[src/rtl/seq_alu.sv]
`default_nettype none
// =============================================================================
// seq_alu : registered ALU behind a START/DONE handshake; MUL is iterative.
// Revision: 1.0
// =============================================================================
module seq_alu #(
   parameter int DATA_WIDTH = 32,
   parameter int OPRN_WIDTH = 4
) (
   input  logic                  CLK,
   input  logic                  RST,
   input  logic                  START,
   input  logic [OPRN_WIDTH-1:0] OPRN,
   input  logic [DATA_WIDTH-1:0] OP1,
   input  logic [DATA_WIDTH-1:0] OP2,
   output logic                  BUSY,
   output logic                  DONE,
   output logic [DATA_WIDTH-1:0] OUT,
   output logic                  ZERO,
   output logic                  OVF,
   output logic                  ERR
);

   localparam int MSB     = DATA_WIDTH - 1;
   localparam int SH_BITS = $clog2(DATA_WIDTH);
   localparam logic [SH_BITS-1:0] LAST_STEP = SH_BITS'(DATA_WIDTH - 1);

   localparam logic [OPRN_WIDTH-1:0] OP_ADD = OPRN_WIDTH'(1);
   localparam logic [OPRN_WIDTH-1:0] OP_SUB = OPRN_WIDTH'(2);
   localparam logic [OPRN_WIDTH-1:0] OP_MUL = OPRN_WIDTH'(3);
   localparam logic [OPRN_WIDTH-1:0] OP_SHR = OPRN_WIDTH'(4);
   localparam logic [OPRN_WIDTH-1:0] OP_SHL = OPRN_WIDTH'(5);
   localparam logic [OPRN_WIDTH-1:0] OP_AND = OPRN_WIDTH'(6);
   localparam logic [OPRN_WIDTH-1:0] OP_OR  = OPRN_WIDTH'(7);
   localparam logic [OPRN_WIDTH-1:0] OP_NOR = OPRN_WIDTH'(8);
   localparam logic [OPRN_WIDTH-1:0] OP_SLT = OPRN_WIDTH'(9);

   typedef enum logic [0:0] {
      ST_IDLE = 1'b0,
      ST_MUL  = 1'b1
   } state_t;

   state_t                state_q, state_d;
   logic                  busy_q, busy_d;
   logic                  done_q, done_d;
   logic [DATA_WIDTH-1:0] out_q, out_d;
   logic                  zero_q, zero_d;
   logic                  ovf_q, ovf_d;
   logic                  err_q, err_d;
   logic [DATA_WIDTH-1:0] acc_q, acc_d;
   logic [DATA_WIDTH-1:0] mcand_q, mcand_d;
   logic [DATA_WIDTH-1:0] mplier_q, mplier_d;
   logic [SH_BITS-1:0]    cnt_q, cnt_d;

   logic [DATA_WIDTH-1:0] sum, diff, alu_res, acc_step;
   logic                  alu_ovf, alu_err, shift_big;
   logic [SH_BITS-1:0]    shamt;

   assign sum       = OP1 + OP2;
   assign diff      = OP1 - OP2;
   // Width is a power of two, so any set bit above the index field means OP2 >= DATA_WIDTH.
   assign shift_big = |OP2[DATA_WIDTH-1:SH_BITS];
   assign shamt     = OP2[SH_BITS-1:0];
   assign acc_step  = acc_q + (mplier_q[0] ? mcand_q : '0);

   always_comb begin
      alu_res = '0;
      alu_ovf = 1'b0;
      alu_err = 1'b0;
      case (OPRN)
         OP_ADD: begin
            alu_res = sum;
            alu_ovf = (OP1[MSB] == OP2[MSB]) && (sum[MSB] != OP1[MSB]);
         end
         OP_SUB: begin
            alu_res = diff;
            alu_ovf = (OP1[MSB] != OP2[MSB]) && (diff[MSB] != OP1[MSB]);
         end
         OP_MUL: alu_res = '0;
         OP_SHR: alu_res = shift_big ? '0 : (OP1 >> shamt);
         OP_SHL: alu_res = shift_big ? '0 : (OP1 << shamt);
         OP_AND: alu_res = OP1 & OP2;
         OP_OR:  alu_res = OP1 | OP2;
         OP_NOR: alu_res = ~(OP1 | OP2);
         OP_SLT: alu_res = {{(DATA_WIDTH-1){1'b0}}, ($signed(OP1) < $signed(OP2))};
         default: alu_err = 1'b1;
      endcase
   end

   always_comb begin
      state_d  = state_q;
      busy_d   = busy_q;
      done_d   = 1'b0;
      out_d    = out_q;
      zero_d   = zero_q;
      ovf_d    = ovf_q;
      err_d    = err_q;
      acc_d    = acc_q;
      mcand_d  = mcand_q;
      mplier_d = mplier_q;
      cnt_d    = cnt_q;
      case (state_q)
         ST_IDLE: begin
            if (START) begin
               if (OPRN == OP_MUL) begin
                  mcand_d  = OP1;
                  mplier_d = OP2;
                  acc_d    = '0;
                  cnt_d    = '0;
                  busy_d   = 1'b1;
                  state_d  = ST_MUL;
               end else begin
                  out_d  = alu_res;
                  zero_d = (alu_res == '0);
                  ovf_d  = alu_ovf;
                  err_d  = alu_err;
                  done_d = 1'b1;
               end
            end
         end
         ST_MUL: begin
            // One multiplier bit per cycle, LSB first, multiplicand walking left.
            acc_d    = acc_step;
            mcand_d  = mcand_q << 1;
            mplier_d = mplier_q >> 1;
            cnt_d    = cnt_q + 1'b1;
            if (cnt_q == LAST_STEP) begin
               out_d   = acc_step;
               zero_d  = (acc_step == '0);
               ovf_d   = 1'b0;
               err_d   = 1'b0;
               done_d  = 1'b1;
               busy_d  = 1'b0;
               state_d = ST_IDLE;
            end
         end
         default: state_d = ST_IDLE;
      endcase
   end

   always_ff @(posedge CLK or posedge RST) begin
      if (RST) begin
         state_q  <= ST_IDLE;
         busy_q   <= 1'b0;
         done_q   <= 1'b0;
         out_q    <= '0;
         zero_q   <= 1'b0;
         ovf_q    <= 1'b0;
         err_q    <= 1'b0;
         acc_q    <= '0;
         mcand_q  <= '0;
         mplier_q <= '0;
         cnt_q    <= '0;
      end else begin
         state_q  <= state_d;
         busy_q   <= busy_d;
         done_q   <= done_d;
         out_q    <= out_d;
         zero_q   <= zero_d;
         ovf_q    <= ovf_d;
         err_q    <= err_d;
         acc_q    <= acc_d;
         mcand_q  <= mcand_d;
         mplier_q <= mplier_d;
         cnt_q    <= cnt_d;
      end
   end

   assign BUSY = busy_q;
   assign DONE = done_q;
   assign OUT  = out_q;
   assign ZERO = zero_q;
   assign OVF  = ovf_q;
   assign ERR  = err_q;

endmodule
`default_nettype wire

[config.mk]
export PLATFORM = sky130hd
export DESIGN_NAME = seq_alu
export DESIGN_NICKNAME = d
export VERILOG_FILES = /design/src/rtl/seq_alu.sv
export SDC_FILE = /design/constraint.sdc
export NUM_CORES = 1
export LEC_CHECK = 0
export CORE_MARGIN = 2
export CORE_UTILIZATION = 35
export CTS_CLUSTER_DIAMETER = 60
export DETAILED_ROUTE_END_ITERATION = 10
export PLACE_DENSITY_LB_ADDON = 0.08
export RECOVER_POWER = 50
export SKIP_LAST_GASP = 1
export SYNTH_ARGS = -nofsm -noshare
export SYNTH_HDL_FRONTEND = slang
export SYNTH_SLANG_ARGS = --single-unit
[constraint.sdc]
create_clock -name CLK -period 5.05 [get_ports CLK]
set_input_delay 0.505 -clock CLK [delete_from_list [all_inputs] [get_ports CLK]]
set_output_delay 0.505 -clock CLK [all_outputs]
set_load 0.1 [all_outputs]
# == Word level (Yosys, flattened, before mapping) ==
# Index checks and enable logic that the tools add are counted.
# Widths: inputs -> output; s select.
# op_classes
n_eq_ne,18
n_lt_le_gt_ge,1
add_sub_neg,4
reduce_logical,9
bitwise_logic,4
n_shift,2
muxes,44
# ops
operator,n
$mux 32,12
$pmux 32 s2,4
$pmux 32 s8,1
$add 32x32->32,2
$logic_not 32->1,2
$and 32x32->32,1
$lt 32x32->1,1
$not 32->32,1
$or 32x32->32,1
$shl 32x5->32,1
$shr 32x5->32,1
$sub 32x32->32,1
$reduce_or 27->1,1
$mux 1,17
$eq 4x3->1 const B,4
$pmux 1 s2,7
$mux 5,2
$pmux 5 s2,1
$eq 4x2->1 const B,2
$eq 4x4->1 const B,2
$reduce_or 8->1,1
$ne 2x2->1 const B,3
$reduce_and 3->1,2
$add 5x1->5 const B,1
other kinds (8),11
# totals
input_bits,71
reg_bits,139
wordCells,93
output_inout_bits,37

# == Depth between registers and ports, before layout ==
# depth
word_depth,7
mapped_depth,20
mapped_depth_nobuf,15

# == Worst setup path after synthesis ==
# No wires, ideal clock.
# synth_timing
path_type,in2reg
from,in OP2[2]
to,"reg zero_q, in the netlist ZERO"
arrival_time_ps,4429
setup_slack_ps,555
cell_stages,20
setup_ps,66
path_buffers,6
required_time_ps,4984
cell_sequence,buf_6 > buf_6 > buf_6 > inv_2 > buf_2 > buf_2 > ha_1 > buf_2 > and2b_1 > o2111ai_2 > nand2_1 > a221o_1 > a21oi_2 > o21ai_1 > or4_1 > or4_1 > nor3_2 > nand4_1 > nor4bb_1 > a31o_1
# synth_between
elab_chain_len,7
elab_cells_between_ends,15
classes_between,add/sub (2); order compare (1); shift (2); mux (6); bitwise (3); reduce/logical (1)
# synth_lines
item,line,text
"start, declared",15,"input logic [DATA_WIDTH-1:0] OP2,"
"parallel branches: the longest is 2 deep, another holds $sub 32x32->32",--,
$pmux 32 s8 (*),70,case (OPRN)
$logic_not 32->1 (*),114,zero_d = (alu_res == '0);
$mux 1 (*),105,if (OPRN == OP_MUL) begin
$mux 1 (*),104,if (START) begin
$pmux 1 s2 (*),102,case (state_q)
"end signal, assigned",159,zero_q <= zero_d;
"end, declared",47,"logic zero_q, zero_d;"
# Mark *: on every way between the ends. The select of a mux whose other input is x is not followed.
# A chain may end at the register's enable or synchronous reset.

# == Final worst setup path ==
# layout_timing
from,in OP2[11]
to,"reg zero_q, in the netlist ZERO"
# layout_between
elab_chain_len,7
elab_cells_between_ends,14
classes_between,add/sub (2); order compare (1); mux (6); bitwise (3); reduce/logical (2)
# layout_lines
item,line
"parallel branches: the longest is 2 deep, another holds $sub 32x32->32",--
$pmux 32 s8 (*),70
$logic_not 32->1 (*),114
$mux 1 (*),105
$mux 1 (*),104
$pmux 1 s2 (*),102
# Marks and branches as above.

==> reports/summary.txt <==
Skew-Pair Late Insertion Delay - 480 ps
hold_ws - 478 ps
Antenna Nets Post-Route - 0
share of layout cells above drive strength 1 - 14.2%
MaxCap Viol Count - 4
clk sinks - 139
antenna violations before repair - 2
crit-path max FO - 12
CTS Hold Bufs - 0
Post-synth EDFFs - 0
Post-Syn Area - 17700 um^2
CTS Buf Count - 17
Initial Utilization - 35.3%
Critical Path End Type - flop
hold depth - 2
Synth Area in XOR/XNOR - 2.28%
cell depth of the worst flop-to-flop path - 16
Synth Instances - 2317
combinational family with the most area after synthesis - compound AO/OA/AOI/OAI gates
setup bufs post-CTS - 0
wire length of the first global-routing pass - 126000 um
adder-cell share of the synthesized area - 10.8%
pre-CTS setup slack - -30.5 ps
grt total ovfl - 0
storage element area - 3480 um^2
DIE WIDTH - 229 um
total chip power - 7150 uW
gr usage total - 32.4%
vias post-DR - 19500
Yosys cell types - 100
fin. max-slew vios - 255
Layout area overhead - 19.3%
vias in the first global route - 18600
failing checks - capacitance limit, slew limit
final worst-path cycle share - 93.2%
CTS tree - done
area taken by multi-input logic gates - 13000 um^2
GRT Max-Usage Layer - met2
RePlAce Congestion - 1.00
Initial DRT Pass Iterations - 6
IO Port Bufs - 107
Die ar. - 52300 um^2
core box area - 50000 um^2
post-DP HPWL - 68700 um
Slew Limit Headroom - -132%
Mapped Avg Cell Area - 7.62 um^2
DRT Wirelength - 85600 um
RR Startpoint - mplier_q[0]$_DFFE_PP0P_
RSZ-0062 raised after global routing - no
Yosys warnings - 0
final worst setup slack - 341 ps
row count - 82
Worst Path Arrival - 5130 ps
fmax - 212 MHz
Hold Path Class - flop to flop
Final setup violation count - 0
status - complete, but fails checks
H-tree depth - 4
Synth Area in Compound Gates - 28.5%
Die Y-Extent - 229 um
largest net degree at the start of global routing - 125
M3 GR Usage - 4.63%
Max Root-Sink Buffers - 2
Routed WL per cell - 27.1 um
Power per Cell Area - 339 nW/um^2
DRT iter0 DRCs - 2048
HP Start - OUT[24]$_DFFE_PP0P_
Hold Path End - OUT[24]$_DFFE_PP0P_
# fillers - 5176
asr flop ratio synth - 100%
vias per std cell - 6.16
RR Endpoint - ZERO$_DFFE_PP0P_
flop2flop setup slack - 440 ps
Req. time, crit path - 5470 ps
I/O Pins - 108
maximum VDD drop - 0.294 mV
Worst Max-Slew Pin Slew - 3460 ps
Final Skew - 14.7 ps
Final #Nets - 2693
Worst Setup Path Type - input pin to flop
post-synthesis mux area share - 11.4%
final worst path period need - 4710 ps
post-synthesis simple-gate area fraction - 20.6%
post-synthesis net count - 2538
DRC violations left - 0
Leak - 0.00923 uW
clk slew on worst S/H paths - 60 ps
ys flop type - dfrtp_1
met1 Use GR - 45.3%
met2 usage in global routing - 50.4%
sequential area share after synthesis - 19.7%
Hold Violations, Final - 0
Seq cells post-synth - 139
Root Driver - clkbuf_16
element type at the critical path start - input pin
## metrics by stage
step                      TNS (ps)  utilization (%)  cell area, um^2  instances
after floorplan                  0                -            17700       2317
after CTS                        0             42.2            21100       3157
final                            0             42.1            21100       3158
after global routing             0             42.1            21100       3157
after detailed placement     -30.5             41.0            20500       3125
after global placement        -158             41.0            20500       3125
## critical path, stage by stage
cell	delay, ps
clkdlybuf4s50_1	640
inv_1	150
ha_1	330
buf_4	200
nor2b_1	80
o21ai_0	280
nand4_1	210
a2111oi_0	770
buf_4	230
nor2_1	40
buf_4	150
a31oi_1	200
buf_4	170
o211ai_1	80
o21ai_0	400
and2_1	210
nor4bb_1	270
a31o_1	190
## repair_timing
action | in CTS | in global routing
endpoints found under the setup margin | 0 | 1
endpoints found under the hold margin | 0 | 0
resized for setup | 0 | 1
## power by group
group	switching [uW]	internal, uW
sequential	279	1520
clock	553	792
combinational	2740	1260
total	3580	3570
## per-layer routing
layer / routed length [um] / vias up
met2: 37800 / 923
met4: 3120 / 2
met1: 38100 / 9592
met5: 11 / -
li1: - / 8815
met3: 6570 / 124
## logic make-up after synthesis
family | after synthesis
xor gates and xnor gates | 46
and+or+nand+nor | 789
DFF | 139
muxes | 145
buffers and inverters | 284
AOI/OAI and AO/OA | 764
adders and majority gates | 150
## registers in the layout (all words and copies together) (netlist names), 5 cells and up
signal,count
mcand_q,32
OUT,32
cnt_q,5
mplier_q,32
acc_q,32
## layout by cell type (no fill, tap or decap), drive strengths merged, types with 75 or more instances in the layout
| cell type | synthesis | final |
|---|---|---|
| a21oi | 215 | 215 |
| buf | 54 | 211 |
| clkdlybuf4s50 | 0 | 100 |
| dfrtp | 139 | 139 |
| ha | 147 | 147 |
| inv | 102 | 103 |
| mux2i | 75 | 75 |
| nand2 | 276 | 276 |
| nor2 | 230 | 230 |
| o21ai | 178 | 178 |
## layout make-up
class                   count  area share [%]
diodes                      1          0.0119
repair buffers            317            12.8
inverters                 103            1.84
multi-input cells        1894            61.9
clock inverters            12           0.772
well taps                 672            3.99
clock buffers              20            2.12
flip-flops and latches    139            16.5
## Yosys cell counts (9+ instances only)
cell type,instances,share of area (%)
nand2_1,276,5.9
nor2_1,229,4.9
a21oi_1,213,6.0
o21ai_0,167,4.7
ha_1,147,10
dfrtp_1,139,20
clkbuf_1,127,2.7
inv_1,98,2.1
mux2i_1,75,4.3
and2_1,49,1.7
nand3_1,48,1.4
mux4_2,42,5.4
a21o_1,38,1.6
nor3_1,37,1.0
a221o_1,35,2.0
xnor2_1,32,1.6
a211oi_1,27,1.1
a221oi_1,26,1.3
a31oi_1,26,0.92
nand4_1,24,0.85
buf_2,21,0.60
mux2_2,21,1.3
nor4_1,20,0.71
o31ai_1,20,0.85
nand2b_1,19,0.67
o211ai_1,19,0.81
nor2b_1,18,0.64
a22oi_1,17,0.72
and3_1,17,0.60
buf_1,16,0.34
o22ai_1,16,0.57
o21a_1,15,0.64
o221ai_1,14,0.69
xor2_1,14,0.69
o21ai_1,11,0.31
a211o_1,10,0.50
o21bai_1,10,0.43
or3_1,10,0.35
buf_6,9,0.57
or2_2,9,0.32
## worst max path at each step
stage                                       start               end  slack, ps
after global placement                    OP2[11]  ZERO$_DFFE_PP0P_       -150
after CTS                 mplier_q[0]$_DFFE_PP0P_  ZERO$_DFFE_PP0P_        330
final                                     OP2[11]  ZERO$_DFFE_PP0P_        340
after detailed placement                   OP1[0]  ZERO$_DFFE_PP0P_        -30
after global routing                      OP1[21]  ZERO$_DFFE_PP0P_         30
after floorplan                            OP2[2]  ZERO$_DFFE_PP0P_        560
Note: power is estimated with default switching activity, not from simulation.
